### config.mk
export PLATFORM = sky130hd
export DESIGN_NAME = vga_sync_rx
export DESIGN_NICKNAME = d
export VERILOG_FILES = /design/src/rtl/vga_sync_rx.sv
export SDC_FILE = /design/constraint.sdc
export NUM_CORES = 1
export LEC_CHECK = 0
export CELL_PAD_IN_SITES_DETAIL_PLACEMENT = 0
export CELL_PAD_IN_SITES_GLOBAL_PLACEMENT = 1
export CORE_ASPECT_RATIO = 1.5
export CORE_UTILIZATION = 42
export DETAILED_ROUTE_END_ITERATION = 12
export PLACE_DENSITY = 0.91
export SYNTH_ARGS = -nofsm -noshare
export SYNTH_HDL_FRONTEND = slang
export SYNTH_SLANG_ARGS = --single-unit
### constraint.sdc
create_clock -name clk -period 2.6 [get_ports clk]
set_input_delay 0.52 -clock clk [delete_from_list [all_inputs] [get_ports clk]]
set_output_delay 0.52 -clock clk [all_outputs]
set_load 0.1 [all_outputs]
### src/rtl/vga_sync_rx.sv
// Receive-side VGA timing recovery: rebuilds pixel_x/pixel_y/video_on from an
// active-low hsync/vsync pair and checks every sync edge against the nominal frame.
module vga_sync_rx #(
    parameter int unsigned HD         = 640,
    parameter int unsigned HB         = 16,
    parameter int unsigned HR         = 96,
    parameter int unsigned HF         = 48,
    parameter int unsigned VD         = 480,
    parameter int unsigned VB         = 33,
    parameter int unsigned VR         = 2,
    parameter int unsigned VF         = 10,
    parameter int unsigned LOCK_LINES = 4
) (
    input  logic       clk,
    input  logic       reset,
    input  logic       p_tick,
    input  logic       hsync,
    input  logic       vsync,
    output logic [9:0] pixel_x,
    output logic [9:0] pixel_y,
    output logic       video_on,
    output logic       locked,
    output logic       frame_start,
    output logic       sync_err
);
    localparam int unsigned H_TOTAL = HD + HB + HR + HF;
    localparam int unsigned HS      = HD + HB;
    localparam int unsigned HE      = HS + HR;
    localparam int unsigned V_TOTAL = VD + VB + VR + VF;
    localparam int unsigned VS      = VD + VB;
    localparam int unsigned VE      = VS + VR;
    localparam int unsigned GW      = $clog2(LOCK_LINES + 1);

    localparam logic [9:0]    HD_L     = 10'(HD);
    localparam logic [9:0]    VD_L     = 10'(VD);
    localparam logic [9:0]    H_LAST   = 10'(H_TOTAL - 1);
    localparam logic [9:0]    V_LAST   = 10'(V_TOTAL - 1);
    localparam logic [9:0]    HS_L     = 10'(HS);
    localparam logic [9:0]    HS_M1    = 10'(HS - 1);
    localparam logic [9:0]    HE_M1    = 10'(HE - 1);
    localparam logic [9:0]    VS_L     = 10'(VS);
    localparam logic [9:0]    VS_M1    = 10'(VS - 1);
    localparam logic [9:0]    VE_M1    = 10'(VE - 1);
    localparam logic [GW-1:0] GOOD_MAX = GW'(LOCK_LINES);

    typedef enum logic [1:0] {SEARCH, HLOCK, LOCKED} state_t;

    state_t        state_q, state_d;
    logic [9:0]    h_q, h_d, v_q, v_d;
    logic          hs_prev_q, hs_prev_d, vs_prev_q, vs_prev_d;
    logic [GW-1:0] good_q, good_d;
    logic          aligned_q, aligned_d;
    logic          locked_q, locked_d;
    logic          frame_start_q, frame_start_d;
    logic          sync_err_q, sync_err_d;

    logic hfall, hrise, vfall, vrise, h_wrap, err;

    always_comb begin
        hfall  = p_tick & hs_prev_q & ~hsync;
        hrise  = p_tick & ~hs_prev_q & hsync;
        vfall  = p_tick & vs_prev_q & ~vsync;
        vrise  = p_tick & ~vs_prev_q & vsync;
        h_wrap = (h_q == H_LAST);
        err    = 1'b0;

        state_d       = state_q;
        h_d           = h_q;
        v_d           = v_q;
        hs_prev_d     = hs_prev_q;
        vs_prev_d     = vs_prev_q;
        good_d        = good_q;
        aligned_d     = aligned_q;
        locked_d      = locked_q;
        frame_start_d = 1'b0;
        sync_err_d    = 1'b0;

        if (p_tick) begin
            hs_prev_d = hsync;
            vs_prev_d = vsync;
            h_d       = h_wrap ? '0 : h_q + 10'd1;
            v_d       = h_wrap ? ((v_q == V_LAST) ? '0 : v_q + 10'd1) : v_q;

            if (state_q == SEARCH) begin
                if (hfall) begin
                    h_d       = HS_L;
                    good_d    = '0;
                    aligned_d = 1'b0;
                    state_d   = HLOCK;
                end
            end else begin
                // Each check fires both on an edge in the wrong place and on a missing edge.
                if (hfall != (h_q == HS_M1)) err = 1'b1;
                if (hrise != (h_q == HE_M1)) err = 1'b1;
                if (vfall && !h_wrap)        err = 1'b1;
                if (aligned_q) begin
                    if (h_wrap && (vfall != (v_q == VS_M1)))  err = 1'b1;
                    if (vrise != (h_wrap && (v_q == VE_M1)))  err = 1'b1;
                end

                if (err) begin
                    // Counters keep free-running; the offending edge is not reused as a load.
                    state_d    = SEARCH;
                    locked_d   = 1'b0;
                    sync_err_d = 1'b1;
                    good_d     = '0;
                    aligned_d  = 1'b0;
                end else begin
                    if (vfall) begin
                        v_d       = VS_L;
                        aligned_d = 1'b1;
                    end
                    if (hfall && (state_q == HLOCK) && (good_q != GOOD_MAX))
                        good_d = good_q + GW'(1);
                    if ((state_q == HLOCK) && (good_d == GOOD_MAX) && aligned_d) begin
                        state_d  = LOCKED;
                        locked_d = 1'b1;
                    end
                    frame_start_d = locked_d && (h_d == '0) && (v_d == '0);
                end
            end
        end
    end

    always_ff @(posedge clk) begin
        if (!reset) begin
            state_q       <= SEARCH;
            h_q           <= '0;
            v_q           <= '0;
            hs_prev_q     <= 1'b1;
            vs_prev_q     <= 1'b1;
            good_q        <= '0;
            aligned_q     <= 1'b0;
            locked_q      <= 1'b0;
            frame_start_q <= 1'b0;
            sync_err_q    <= 1'b0;
        end else begin
            state_q       <= state_d;
            h_q           <= h_d;
            v_q           <= v_d;
            hs_prev_q     <= hs_prev_d;
            vs_prev_q     <= vs_prev_d;
            good_q        <= good_d;
            aligned_q     <= aligned_d;
            locked_q      <= locked_d;
            frame_start_q <= frame_start_d;
            sync_err_q    <= sync_err_d;
        end
    end

    assign pixel_x     = h_q;
    assign pixel_y     = v_q;
    assign locked      = locked_q;
    assign frame_start = frame_start_q;
    assign sync_err    = sync_err_q;
    assign video_on    = locked_q && (h_q < HD_L) && (v_q < VD_L);

endmodule

# Word level (Yosys, flattened, before mapping)
# Cells that the tools add are included.
# Widths: inputs -> output; s select.
# op_classes
add_sub_neg,3
n_lt_le_gt_ge,2
eq_ne,14
muxes,43
n_bitwise,15
n_reduce_logical,21
# op_table
op,n
$mux 10,11
$eq 10x10->1 const B,6
$mux 1,21
$mux 3,7
$add 10x1->10 const B,2
$logic_not 10->1,2
$logic_and 1x1->1,11
$lt 10x10->1 const B,1
$lt 10x9->1 const B,1
$and 1x1->1,8
$mux 2,4
$not 1->1,7
$ne 1x1->1,4
$reduce_and 2->1,2
$reduce_or 4->1,1
$add 3x1->3 const B,1
$eq 3x3->1 const B,1
$ne 3x3->1 const B,1
$reduce_and 3->1,1
$reduce_bool 3->1,1
$reduce_or 3->1,1
$eq 2x1->1 const B,1
$logic_not 2->1,1
$ne 2x2->1 const B,1
$logic_not 1->1,1
# word_totals
regBits,31
input_bits,5

# Depth between registers and ports, before layout
# Gate-level depths: netlist of run 1.
# depth
depth_word,23
mapped_depth,10
ltp_nobuf,8

# Least setup slack after synthesis of run 1
# No wires, ideal clock.
# synth_timing
kind,flip-flop to output port
from,"reg h_q[8], in the netlist pixel_x[8]"
to,out video_on
arrival_time_ns,3.434
required_time_ns,2.080
path_slack_ns,-1.354
stages_incl_launch_ff,5
path_buffers,1
cell_sequence,dfxtp_1 > clkbuf_8 > o21ai_0 > o21ai_0 > nor3b_1
# synth_via
elab_chain_len,3
# synth_lines
element,line,source
start: declaration,49,"logic [9:0] h_q, h_d, v_q, v_d;"
start signal: assignment,128,h_q <= '0;
start signal: assignment,139,h_q <= h_d;
$lt 10x10->1,156,assign video_on = locked_q && (h_q < HD_L) && (v_q < VD_L);
$logic_and 1x1->1 (2 in a row),156,
end: declaration,21,"output logic video_on,"
# No other way between the ends.

# Worst setup path after layout of run 1
# layout_timing
from,"reg h_q[1], in the netlist pixel_x[1]"
to,"reg frame_start_q, in the netlist frame_start"
# layout_via
elab_chain_len,11
word_cells_on_any_way,30
cone_classes,add/sub (1); eq/ne (6); mux (14); reduce/logical (9)
# layout_lines
element,line,source
$eq 10x10->1,93,if (hfall != (h_q == HS_M1)) err = 1'b1;
$ne 1x1->1,93,
$mux 1,93,
$mux 1,94,if (hrise != (h_q == HE_M1)) err = 1'b1;
$mux 1,95,if (vfall && !h_wrap) err = 1'b1;
$mux 1,97,if (h_wrap && (vfall != (v_q == VS_M1))) err = 1'b1;
$mux 1,98,if (vrise != (h_wrap && (v_q == VE_M1))) err = 1'b1;
$mux 1,96,if (aligned_q) begin
$mux 1,84,if (state_q == SEARCH) begin
$mux 1,78,if (p_tick) begin
$reduce_or 4->1 (no line),-,
end signal: assignment,146,frame_start_q <= frame_start_d;
end: declaration,54,"logic frame_start_q, frame_start_d;"
# Parallel ways exist; a longest one is shown, timed or not. The select of a mux whose other input is x is not followed.
# A chain may end at the register's enable or synchronous reset.

==> implementation parameters, run 1 <==
Parameter                              Value

Min path
  Instance count along the most critical hold path    2
  Hold WC Path Type    flop to flop

Global routing
  Sum of overflow across all layers after global routing    0
  Largest net degree at the start of global routing    16
  Wire length of the first global-routing pass    11850 microns
  Global Route Usage Sum    23.29%
  Vias in the first global route    2499
  Number of antenna violations at the first check in global routing    0

Worst setup path
  Highest net fanout along the worst path    8
  Required time of the critical path    2.80 ns
  Classification of the worst setup path    flop to flop
  Capturing element type of the critical path    flop
  Count of cells along the worst register-to-register path    7
  Signal arrival time at the worst endpoint    2.66 ns
  Setup crit start kind    flop

Clock network
  # H-tree levels    2
  Sink count of the clock tree    31
  Clk pin slew, worst setup/hold paths    0.07 ns
  Clock latency on the worst-skew pair    0.29 ns
  CTS Hold Buffers Added    0
  Number of gates resized after CTS    0
  Number of buffers created by CTS    5
  TritonCTS clock tree    yes
  Post-CTS Setup Repair Bufs    0
  Buffers from clock root to sink, at most    2
  Cell at the root of the clock tree    clkbuf_8

Yosys
  Yosys warning count    0
  Proportion of synthesized chip area in sequential cells    24.09%
  Number of flops mapped to enable cells by yosys    0
  Fraction of registers with async set or reset after synthesis    0%
  Count of cell types in the netlist    74
  Most used flip-flop cell after synthesis    dfxtp_1
  Average size of a mapped cell    8.076 sq um
  Mapped Cells    319
  Netlist area before placement    0.002576 sq mm
  Flop and latch count out of synthesis    31
  Total nets after synthesis    331

Timing
  Share of the clock period used by the worst path after layout    94.97%
  Maximum achievable frequency    405.0 MHz
  Transition time at the pin with the least slew margin    0.5314 ns
  Unrepaired setup endpoints after global routing    false
  Layout Skew    0.009395 ns
  Time the worst path needs with I/O delays and setup    2.469 ns
  Final-layout worst hold slack    0.5214 ns
  Max Transition Viols Final    0
  Max-Slew Margin vs Limit    64.53%
  Worst path setup slack after routing    0.1309 ns
  Number of hold violations in the final report    0
  Final count of negative-setup-slack endpoints    0

Routing
  Remaining antenna violation count after routing    0
  Number of DRC markers in iteration 0    176
  Pre-Repair DR Iteration Count    4
  DRC Markers    0
  Via count normalized by instance count    6.044
  Drt total wl    7096 microns
  Vias after detailed routing    2605
  Average wire length per cell after detail routing    16.46 microns

Power and ir drop
  Largest voltage drop on the vdd net    0.2161 mV
  PwrDens    362.7 mW/mm^2
  LEAKAGE    1.207 nW
  Overall power after layout    1.105 mW

Floorplan
  Row count    34
  Core ar.    0.005871 sq mm
  Area of the die    0.006457 sq mm
  Top-level port count    29
  Die Span X    65.95 microns
  Vertical die dimension    97.92 microns
  Initial Util    43.88%

Final layout
  Post-route cell area    0.003045 sq mm
  Total of fill cells in the finished design    599
  Antenna Cells    0
  Synth-to-layout area growth    18.21%
  Post-route non-filler standard cell count    431
  Most common cell after layout, fill and taps aside    buf_4
  Leading cell types in the layout, fill and taps excluded    51 x buf_4, 31 x nand2_1, 21 x a21oi_1, 20 x o21ai_0, 19 x nor2_1
  Final nets    371
  Share of cells above drive strength 1    27.58%

Placed design
  Cell area after placement    0.002958 sq mm
  Quantity of I/O buffers inserted on ports    28
  Dpl cells    424
  Placer congestion estimate    0.9099
  Final HPWL from detailed placement    5447 microns
  Placement Setup Slack    -0.06411 ns

Run
  Max-cap viol count    0

Outcome
  Run status    finished, final reports clean
-- kinds of logic after synthesis --
kind of cell | after synthesis | share of synthesized area, %
and+or+nand+nor | 144 | 35.79
xor gates and xnor gates | 6 | 2.040
DFF | 31 | 24.09
muxes | 3 | 1.166
AOI/OAI and AO/OA | 94 | 24.33
adders and majority gates | 7 | 3.400
buffers and inverters | 34 | 9.179
-- report_power, final --
part,switching [mW],internal [mW]
clock,0.189,0.208
sequential,0.0200,0.486
combinational,0.131,0.0717
total,0.340,0.765
-- metrics by stage --
| stage | util, % | TNS [ns] |
|---|---|---|
| floorplan | - | -0.03847 |
| global placement | 50.38 | -0.04236 |
| detailed placement | 50.38 | -0.09864 |
| CTS | 51.88 | 0 |
| global route | 51.88 | 0 |
| finish | 51.88 | 0 |
-- critical path, cell delays in order (launching register included) --
cell	delay, ns
dfxtp_2	0.40
ha_1	0.32
and4_4	0.31
nand3_4	0.14
or4_4	0.61
o211ai_2	0.10
o2111ai_1	0.19
nor4_2	0.31
-- sequential cells by signal (all words and copies together), names as in the netlist --
| register | flops |
|---|---|
| sync_err | 1 |
| hs_prev_q | 1 |
| locked | 1 |
| frame_start | 1 |
| aligned_q | 1 |
| pixel_y | 10 |
| state_q | 2 |
| vs_prev_q | 1 |
| good_q | 3 |
| pixel_x | 10 |
-- metal layers --
layer | up-vias | GRT usage [%] | wire length [microns]
li1 | 1278 | - | -
met1 | 1229 | 26.73 | 2863
met2 | 72 | 40.74 | 3700
met3 | 26 | 3.271 | 286
met4 | 0 | 11.62 | 245
met5 | - | 0 | 0
-- final timing paths --
path                                 from                      end  slack, ns
setup / recovery  pixel_x[1]$_SDFFE_PN0P_   frame_start$_SDFF_PP0_       0.13
hold reg to reg   pixel_x[1]$_SDFFE_PN0P_  pixel_x[1]$_SDFFE_PN0P_       0.52
hold / removal    pixel_x[1]$_SDFFE_PN0P_  pixel_x[1]$_SDFFE_PN0P_       0.52
setup reg to reg  pixel_x[1]$_SDFFE_PN0P_   frame_start$_SDFF_PP0_       0.13
-- Yosys cell counts, types with 5 or more instances --
library cell	instances	area share (%)
a21oi_1	21	4.1
nand2_1	31	4.5
a31oi_1	9	2.2
xnor2_1	5	1.7
nor3_1	11	2.1
and3_1	8	1.9
buf_6	6	2.6
nor2_1	19	2.8
o21a_1	8	2.3
nor4_1	7	1.7
ha_1	7	3.4
nand3_1	13	2.5
clkbuf_1	8	1.2
o21ai_0	20	3.9
inv_1	10	1.5
dfxtp_1	31	24
nor2b_1	5	1.2
-- cell type report --
cell class / instances / area, sq um / share of cell area, %
clock inverters: 1 / 5.005 / 0.1643
multi-input cells: 254 / 1730 / 56.82
well taps: 72 / 90.09 / 2.958
inverters: 10 / 37.54 / 1.233
clock buffers: 6 / 82.58 / 2.712
flip-flops and latches: 31 / 636.9 / 20.91
repair buffers: 57 / 462.9 / 15.20
(Power assumes the default switching activity.)
==> run 2: changes to the inputs <==
- TNS_END_PERCENT: unset -> 10
==> run 2 against run 1 <==
Setup slack got worse by 0.0029 ns. Sequential power about the same. Core utilization decreased by 0.32 points. Total power increased by 3.1%. Global-route usage increased by 0.50 points. Count of clock-buffer cells in the layout increased by 2. Wire length increased by 1.9%. Largest cell class unchanged.
==> implementation parameters, run 2 (same netlist as run 1, synthesis figures left out) <==
Parameter                              Value

Clock network
  Clock latency on the worst-skew pair    0.29 ns (about the same)
  Number of gates resized after CTS    0 (unchanged)
  TritonCTS clock tree    yes
  CTS Hold Buffers Added    0 (unchanged)
  Sink count of the clock tree    31 (unchanged)
  Post-CTS Setup Repair Bufs    0 (unchanged)
  Buffers from clock root to sink, at most    2 (unchanged)
  # H-tree levels    2 (unchanged)
  Cell at the root of the clock tree    clkbuf_8
  Clk pin slew, worst setup/hold paths    0.07 ns (about the same)
  Number of buffers created by CTS    5 (unchanged)

Power and ir drop
  PwrDens    376.2 mW/mm^2 (+3.7%)
  LEAKAGE    1.192 nW (-1.2%)
  Largest voltage drop on the vdd net    0.2761 mV (+28%)

Global routing
  Wire length of the first global-routing pass    11930 microns (+0.70%)
  Number of antenna violations at the first check in global routing    0 (unchanged)
  Sum of overflow across all layers after global routing    0 (unchanged)
  Global Route Usage Sum    23.78% (+0.50 points)
  Largest net degree at the start of global routing    20 (+4)
  Vias in the first global route    2556 (+2.3%)

Routing
  Drt total wl    7233 microns (+1.9%)
  Via count normalized by instance count    6.049 (about the same)
  Vias after detailed routing    2589 (-0.61%)
  Average wire length per cell after detail routing    16.90 microns (+2.6%)
  Number of DRC markers in iteration 0    147 (-16%)
  Pre-Repair DR Iteration Count    4 (unchanged)
  DRC Markers    0 (unchanged)
  Remaining antenna violation count after routing    0 (unchanged)

Floorplan
  Area of the die    0.006457 sq mm (unchanged)
  Initial Util    43.88% (unchanged)
  Die Span X    65.95 microns (unchanged)
  Core ar.    0.005871 sq mm (unchanged)
  Vertical die dimension    97.92 microns (unchanged)
  Row count    34 (unchanged)
  Top-level port count    29 (unchanged)

Worst setup path
  Critical Path Max Stage Delay    0.63 ns (+0.02 ns)
  Classification of the worst setup path    input pin to flop
  Highest net fanout along the worst path    10 (+2)
  Most frequent cell on the critical path    buf_4
  Count of cells along the worst register-to-register path    7 (unchanged)
  Signal arrival time at the worst endpoint    2.69 ns (+0.03 ns)
  Setup crit start kind    input pin
  Cells along the critical path    clkdlybuf4s50_1 -> buf_4 -> nand3b_1 -> a41oi_1 -> o211ai_1 -> and3_1 -> buf_4 -> a22o_1 -> a21oi_1
  Setup slack on the worst flop-to-flop path    0.16 ns (+0.03 ns)
  Total buffers and inverters traversed by the critical path    3 (+3)
  Required time of the critical path    2.82 ns (+0.02 ns)
  Largest delay contributor family on the critical path    buffers and inverters
  Reg-to-Reg Start    pixel_x[1]$_SDFFE_PN0P_
  Capturing element type of the critical path    flop
  Endpoint of the lowest-slack register-to-register path    frame_start$_SDFF_PP0_
  CP max-delay cell    clkdlybuf4s50_1

Min path
  Destination of the worst hold path    pixel_x[1]$_SDFFE_PN0P_
  Hold path start    pixel_x[1]$_SDFFE_PN0P_
  Hold WC Path Type    flop to flop
  Instance count along the most critical hold path    2 (unchanged)

Timing
  Number of hold violations in the final report    0 (unchanged)
  Share of the clock period used by the worst path after layout    95.08% (+0.11 points)
  Max-Slew Margin vs Limit    61.30% (-3.2 points)
  Unrepaired setup endpoints after global routing    false
  Final count of negative-setup-slack endpoints    0 (unchanged)
  Time the worst path needs with I/O delays and setup    2.472 ns (+0.002891 ns)
  Final-layout worst hold slack    0.5225 ns (+0.001076 ns)
  Max Transition Viols Final    0 (unchanged)
  Layout Skew    0.005851 ns (-0.003545 ns)
  Maximum achievable frequency    404.5 MHz (-0.12%)
  Transition time at the pin with the least slew margin    0.5784 ns (+0.04708 ns)

Placed design
  Quantity of I/O buffers inserted on ports    28 (unchanged)
  Placer congestion estimate    0.8705 (-4.3%)
  Final HPWL from detailed placement    5422 microns (-0.46%)

Final layout
  Total of fill cells in the finished design    586 (-2.2%)
  Synth-to-layout area growth    17.48%
  Most common cell after layout, fill and taps aside    buf_4
  Antenna Cells    0 (unchanged)
  Leading cell types in the layout, fill and taps excluded    47 x buf_4, 31 x nand2_1, 21 x a21oi_1, 20 x o21ai_0
  Post-layout utilization of the core    51.56% (-0.32 points)
  Final nets    367 (-1.1%)
  Share of cells above drive strength 1    26.40% (-1.2 points)

Outcome
  Run status    finished, final reports clean

Run
  Max-cap viol count    0 (unchanged)
==> run 2: worst max path at each step <==
stage	startpoint	end	cells past startpoint
global route	pixel_x[0]$_SDFFE_PN0P_	frame_start$_SDFF_PP0_	7
CTS	pixel_x[0]$_SDFFE_PN0P_	frame_start$_SDFF_PP0_	7
finish	p_tick	pixel_y[4]$_SDFFE_PN0P_	9
global placement	p_tick	state_q[0]$_SDFFE_PN0P_	8
detailed placement	p_tick	pixel_y[8]$_SDFFE_PN0P_	9
floorplan	pixel_x[8]$_SDFFE_PN0P_	video_on	4
==> run 2: layout make-up <==
cell class	count	area (sq um)	share of cell area (%)
clock buffer	8	100.1	3.307
inverter	10	37.54	1.240
multi-input combinational	254	1730	57.17
sequential	31	635.6	21.00
tap	72	90.09	2.976
timing repair buffer	53	432.9	14.30
==> run 2: through the flow <==
step                worst slack, ns  total power, mW  cell area, sq um  setup TNS, ns  instances
global route                0.01560            1.192              3027              0        428
CTS                          0.1337            1.148              3027              0        428
finish                       0.1280            1.139              3027              0        428
floorplan                  -0.03847           0.6535              2603       -0.04017        319
detailed placement         -0.05787           0.7146              2927        -0.2560        420
global placement           -0.02401           0.7124              2927       -0.02401        420
==> run 2: metal layers <==
metal | share of wire (%) | up-vias | track usage (%)
met2 | 53 | 81 | 41.60
met4 | 3.6 | 0 | 12.60
met5 | 0 | - | 0
li1 | - | 1265 | -
met3 | 4.4 | 24 | 4.439
met1 | 39 | 1219 | 26.32
==> run 2: where the power goes <==
group	leakage, nW	internal (mW)	switching (mW)
Sequential	0.257	0.486	0.0211
Combinational	0.884	0.0678	0.131
Clock	0.0515	0.242	0.191
Total	1.19	0.795	0.343
==> run 2: worst min-delay path: stages, from the launching register on <==
cell and delay, ns:
dfxtp_2 0.36, nand2_1 0.07, a21oi_1 0.05
